===== src/rtl/oled_pkg.sv =====
// Shared opcode and FSM state encodings for the OLED command arbiter and its helpers.
package oled_pkg;

  localparam logic [1:0] OP_CLEAR = 2'b00;
  localparam logic [1:0] OP_CHAR  = 2'b01;
  localparam logic [1:0] OP_BMP   = 2'b10;
  localparam logic [1:0] OP_RSVD  = 2'b11;

  typedef enum logic [1:0] {
    S_IDLE      = 2'd0,
    S_ISSUE     = 2'd1,
    S_WAIT_LOW  = 2'd2,
    S_WAIT_HIGH = 2'd3
  } state_t;

endpackage


===== src/rtl/rr_arbiter.sv =====
// Combinational round-robin picker: first asserted request at or above i_ptr, wrapping modulo NREQ.
module rr_arbiter #(
  parameter int NREQ  = 3,
  parameter int PTR_W = 3
) (
  input  logic [NREQ-1:0]  i_req,
  input  logic [PTR_W-1:0] i_ptr,
  output logic [NREQ-1:0]  o_gnt,
  output logic [PTR_W-1:0] o_idx,
  output logic             o_valid
);

  int w_pos;

  always_comb begin
    o_gnt   = '0;
    o_idx   = '0;
    o_valid = 1'b0;
    w_pos   = 0;
    for (int i = 0; i < NREQ; i++) begin
      w_pos = (int'(i_ptr) + i) % NREQ;
      if (!o_valid && i_req[w_pos]) begin
        o_valid       = 1'b1;
        o_gnt[w_pos]  = 1'b1;
        o_idx         = PTR_W'(w_pos);
      end
    end
  end

endmodule


===== src/rtl/oled_cmd_arbiter.sv =====
// Shares one oledDriver among NREQ requesters: round-robin grant, one-cycle strobe, ready tracking.
// Define OLED_ARB_FIXED_PRIO_EN for static priority (requester 0 highest) instead of round-robin.
module oled_cmd_arbiter
  import oled_pkg::*;
#(
  parameter int NREQ        = 3,
  parameter int ACK_TIMEOUT = 64,
  parameter int PTR_W       = 3
) (
  input  logic              clk,
  input  logic              rst_n,
  input  logic [NREQ-1:0]   req,
  input  logic [2*NREQ-1:0] op,
  input  logic [8*NREQ-1:0] req_charval,
  input  logic [2*NREQ-1:0] req_row,
  input  logic [4*NREQ-1:0] req_col,
  input  logic [2*NREQ-1:0] req_bmp,
  output logic [NREQ-1:0]   gnt,
  output logic [NREQ-1:0]   done,
  output logic              busy,
  input  logic              ready,
  output logic              clear,
  output logic              showchar,
  output logic              showbmp,
  output logic [7:0]        charval,
  output logic [1:0]        char_row,
  output logic [3:0]        char_col,
  output logic [1:0]        bmp
);

  localparam int CNT_W = (ACK_TIMEOUT > 1) ? $clog2(ACK_TIMEOUT) : 1;
  localparam logic [CNT_W-1:0] CNT_LAST = CNT_W'(ACK_TIMEOUT - 1);
  localparam logic [NREQ-1:0]  ONE_HOT0 = {{(NREQ-1){1'b0}}, 1'b1};

  state_t            r_state;
  state_t            w_next;
  logic [PTR_W-1:0]  w_ptr;
  logic [NREQ-1:0]   w_arb_gnt;
  logic [PTR_W-1:0]  w_arb_idx;
  logic              w_arb_vld;
  logic              w_grant;
  logic              w_last;
  logic [NREQ-1:0]   w_onehot;

  logic [PTR_W-1:0]  r_idx;
  logic [1:0]        r_op;
  logic [7:0]        r_charval;
  logic [1:0]        r_row;
  logic [3:0]        r_col;
  logic [1:0]        r_bmp;
  logic [CNT_W-1:0]  r_cnt;

`ifdef OLED_ARB_FIXED_PRIO_EN
  assign w_ptr = '0;
`else
  logic [PTR_W-1:0]  r_ptr;

  always_ff @(posedge clk or negedge rst_n) begin
    if (!rst_n) begin
      r_ptr <= '0;
    end else if (w_grant) begin
      r_ptr <= (w_arb_idx == PTR_W'(NREQ - 1)) ? '0 : w_arb_idx + 1'b1;
    end
  end

  assign w_ptr = r_ptr;
`endif

  rr_arbiter #(
    .NREQ  (NREQ),
    .PTR_W (PTR_W)
  ) u_rr_arbiter (
    .i_req   (req),
    .i_ptr   (w_ptr),
    .o_gnt   (w_arb_gnt),
    .o_idx   (w_arb_idx),
    .o_valid (w_arb_vld)
  );

  assign w_grant  = (r_state == S_IDLE) && ready && w_arb_vld;
  assign w_last   = (r_cnt == CNT_LAST);
  assign w_onehot = ONE_HOT0 << r_idx;

  always_ff @(posedge clk or negedge rst_n) begin
    if (!rst_n) begin
      r_state <= S_IDLE;
    end else begin
      r_state <= w_next;
    end
  end

  always_comb begin
    w_next = r_state;
    case (r_state)
      S_IDLE:      if (w_grant) w_next = S_ISSUE;
      S_ISSUE:     w_next = (r_op == OP_RSVD) ? S_IDLE : S_WAIT_LOW;
      S_WAIT_LOW: begin
        if (!ready)      w_next = S_WAIT_HIGH;
        else if (w_last) w_next = S_IDLE;
      end
      S_WAIT_HIGH: if (ready) w_next = S_IDLE;
      default:     w_next = S_IDLE;
    endcase
  end

  // Gnt is gated by rst_n so a live request cannot leak through while reset is held.
  always_comb begin
    gnt      = '0;
    done     = '0;
    clear    = 1'b0;
    showchar = 1'b0;
    showbmp  = 1'b0;
    case (r_state)
      S_IDLE:      if (w_grant && rst_n) gnt = w_arb_gnt;
      S_ISSUE: begin
        case (r_op)
          OP_CLEAR: clear    = 1'b1;
          OP_CHAR:  showchar = 1'b1;
          OP_BMP:   showbmp  = 1'b1;
          default:  done     = w_onehot;
        endcase
      end
      S_WAIT_LOW:  if (ready && w_last) done = w_onehot;
      S_WAIT_HIGH: if (ready) done = w_onehot;
      default:     ;
    endcase
  end

  assign busy = (r_state != S_IDLE);

  // Command latch: captured on grant, held for the driver until the next grant.
  always_ff @(posedge clk or negedge rst_n) begin
    if (!rst_n) begin
      r_idx     <= '0;
      r_op      <= OP_CLEAR;
      r_charval <= '0;
      r_row     <= '0;
      r_col     <= '0;
      r_bmp     <= '0;
    end else if (w_grant) begin
      r_idx     <= w_arb_idx;
      r_op      <= op[w_arb_idx*2 +: 2];
      r_charval <= req_charval[w_arb_idx*8 +: 8];
      r_row     <= req_row[w_arb_idx*2 +: 2];
      r_col     <= req_col[w_arb_idx*4 +: 4];
      r_bmp     <= req_bmp[w_arb_idx*2 +: 2];
    end
  end

  always_ff @(posedge clk or negedge rst_n) begin
    if (!rst_n) begin
      r_cnt <= '0;
    end else if (r_state == S_ISSUE) begin
      r_cnt <= '0;
    end else if ((r_state == S_WAIT_LOW) && ready && !w_last) begin
      r_cnt <= r_cnt + 1'b1;
    end
  end

  assign charval  = r_charval;
  assign char_row = r_row;
  assign char_col = r_col;
  assign bmp      = r_bmp;

endmodule


===== config.mk =====
export PLATFORM = sky130hd
export DESIGN_NAME = oled_cmd_arbiter
export DESIGN_NICKNAME = d
export VERILOG_FILES = /design/src/rtl/oled_pkg.sv /design/src/rtl/rr_arbiter.sv /design/src/rtl/oled_cmd_arbiter.sv
export SDC_FILE = /design/constraint.sdc
export NUM_CORES = 1
export LEC_CHECK = 0
export ABC_CLOCK_PERIOD_IN_PS = 4500
export CORE_AREA = 2 2 89 91
export DETAILED_ROUTE_END_ITERATION = 6
export DIE_AREA = 0 0 91 93
export DONT_BUFFER_PORTS = 1
export GPL_TIMING_DRIVEN = 0
export PLACE_DENSITY = 0.67
export SLEW_MARGIN = 20
export SYNTH_ARGS = -nofsm -noshare
export SYNTH_HDL_FRONTEND = slang
export SYNTH_HIERARCHICAL = 1
export SYNTH_SLANG_ARGS = --single-unit

===== constraint.sdc =====
create_clock -name clk -period 4.5 [get_ports clk]
set_input_delay 0.675 -clock clk [delete_from_list [all_inputs] [get_ports clk]]
set_output_delay 0.675 -clock clk [all_outputs]
set_load 0.02 [all_outputs]

==> results.cfg <==
[critical_path]
crit_chain = ha_4, xnor2_4, clkinv_4, ha_4, and3_4, and2_4, a21oi_4, xnor2_2, inv_2, ha_4, nor4b_4, mux2_4, or3b_1, o211ai_1, and3_4
crit_top_cell = ha_4
crit_path_max_incr_delay_ns = 0.46
reg2reg_from = r_ptr[1]
worst_path_max_delay_cell = dfrtp_2
critPathCapture = gnt[1]
cp.depth = 15
crit_required_ns = 3.83
arrival_ns = 3.85
end_kind = output port
cp_max_fo = 5
reg2reg_depth = 19
path_buf_inv = 2
reg2reg_setup_slack_ns = 0.08
startpoint = r_ptr[1]
path_delay_family = simple AND/OR/NAND/NOR gates
r2r_end = r_op[1]
start_kind = flop
critical_path_class = reg2out

[cts]
cts_root_buf = clkbuf_8
clk_latency_ns = 0.29
cts_tree = done
numCtsBuffers = 5
clock_tree.buffer_depth = 2
cts_max_level = 2
cts.clk_slew.worst_paths_ns = 0.08
numClockSinks = 32

[sta]
worst_slack_ns = -0.0208
finalClockSkew_ns = 0.00252
tightest_slew_ns = 0.675
setup_viol = 3
clock.fmax_mhz = 221
grt_setup_unrepaired = true
post-route-min-period_ns = 4.52
period_share_pct = 100
maxSlewViolCount = 0
finalHoldViolations = 0
slew_headroom_pct = 54.9

[synth]
synth_fa_ha_area_share_pct = 8.19
syn_nets = 431
synthMuxAreaShare_pct = 9.71
yosysSeqAreaShare_pct = 25.0
avgSynthCellArea_um2 = 9.17
synth-xor-area-share_pct = 3.16
ys_types = 75
synth_edf_count = 0
ys_ff_latch = 32
yosys.area_share.simple_pct = 19.9
syn_inst = 350
synth_compound_area_share_pct = 28.2
synth_ff_type = dfrtp_1
yosysWarnings = 6
synth_top_family_by_area = compound AO/OA/AOI/OAI gates
synth_area_um2 = 3210
async_flop_share_pct = 100

[global_routing]
grt_use_total_pct = 19.9
grt-busiest-layer = met2
grt_start_max_net_pins = 36
grt_overflow_total = 0
antenna_found_initial = 0
grt_pass1_vias = 2925
grt_pass1_wl_um = 13900
met3_usage_pct = 2.98
grtUsageMet2_pct = 35.8
met1_usage_pct = 25.2

[flow_run]
maxCapViolCount = 0

[floorplan]
dieHeight_um = 93
io_pins = 86
rows = 32
core_region_area_um2 = 7530
die_x_um = 91
initial_core_util_pct = 42.6
dieArea_um2 = 8460

[place]
gp_congestion = 0.911
place_ws_ns = -0.763
dpl_cell_area_um2 = 3360
portBuffers = 0
dp_hpwl_um = 5900

[drt]
viasPerCell = 5.90
wirelength_um = 8930
wl_per_cell_um = 17.6
num_vias = 2995
drc_errors = 0
drtIter0Drc = 211
antenna_left = 0
drtPass1Iterations = 4

[final_layout]
fin_area_um2 = 4220
syn2layout_area_growth_pct = 31.5
drive_gt1_share_pct = 35.0
diodes = 0
finalNetCount = 486
mostFrequentLayoutCells = buf_4, dfrtp_1, mux2i_1
fill_cells = 655
mostFrequentLayoutCell = buf_4

[min_path]
hold_path.class = in2async

[status]
status = complete, but fails checks
violations = setup timing
[state kept, by name, summed over array words and instances (netlist names)]
register / flops
bmp: 2
char_col: 4
char_row: 2
charval: 8
r_cnt: 6
r_idx: 3
r_op: 2
r_ptr: 3
r_state: 2
[logic make-up after synthesis]
family | Yosys count
AO/OA/AOI/OAI | 118
XOR/XNOR | 9
adder cells (fa/ha/maj) | 21
buffers and inverters | 40
flip-flops | 32
multiplexers | 30
AND/OR/NAND/NOR | 100
[synthesized netlist by cell type, drive strengths merged, types with 12 or more instances]
master | n | area [µm²]
ha | 21 | 263
nand2 | 17 | 63.8
dfrtp | 32 | 801
a22o | 18 | 158
buf | 12 | 82.6
o2bb2ai | 18 | 158
inv | 22 | 85.1
a21oi | 16 | 87.6
mux2i | 24 | 240
o21ai | 19 | 98.8
nor2 | 15 | 63.8
[worst min path at each step]
stage	to	slack, ns	cells after the start
2_1_floorplan	bmp[0]	0.38	0
3_3_place_gp	char_row[1]	0.38	0
3_5_place_dp	char_row[1]	0.38	0
4_1_cts	char_row[1]	0.06	0
5_1_grt	charval[7]	0.05	0
6_report	char_row[1]	0.07	0
[per-stage QoR]
stage / utilization, % / hold slack [ns] / setup TNS, ns / std cells
2_1_floorplan: - / 0.379 / -0.0652 / 350
3_3_place_gp: 44.7 / 0.380 / -15.33 / 452
3_5_place_dp: 44.7 / 0.380 / -16.49 / 452
4_1_cts: 51.7 / 0.0600 / -0.0628 / 490
5_1_grt: 56.0 / 0.0534 / -1.25 / 508
6_report: 56.0 / 0.0732 / -0.0476 / 508
[final cells by class]
| class | count | area [µm²] | share of cell area (%) |
|---|---|---|---|
| plain buffers | 17 | 154 | 3.65 |
| clock inverters | 3 | 23.8 | 0.564 |
| repair buffers | 49 | 392 | 9.29 |
| flip-flops and latches | 32 | 805 | 19.1 |
| inverters | 22 | 93.8 | 2.22 |
| well taps | 102 | 128 | 3.03 |
| clock buffers | 5 | 68.8 | 1.63 |
| multi-input cells | 278 | 2550 | 60.5 |
[timing repair]
item                                    4_1_cts  5_1_grt
hold buffers                                  0        0
endpoints found under the setup margin       27       25
pin swaps                                    14       21
resized for setup                            48       42
buffers inserted                             31       18
[metal layers]
metal	vias up	wire length, µm
li1	1461	-
met2	96	4440
met1	1429	3890
met3	9	508
met4	0	95
met5	-	0
Power is not shown: default switching activity piles up to over one toggle a cycle in this logic, so the estimate is an artifact.
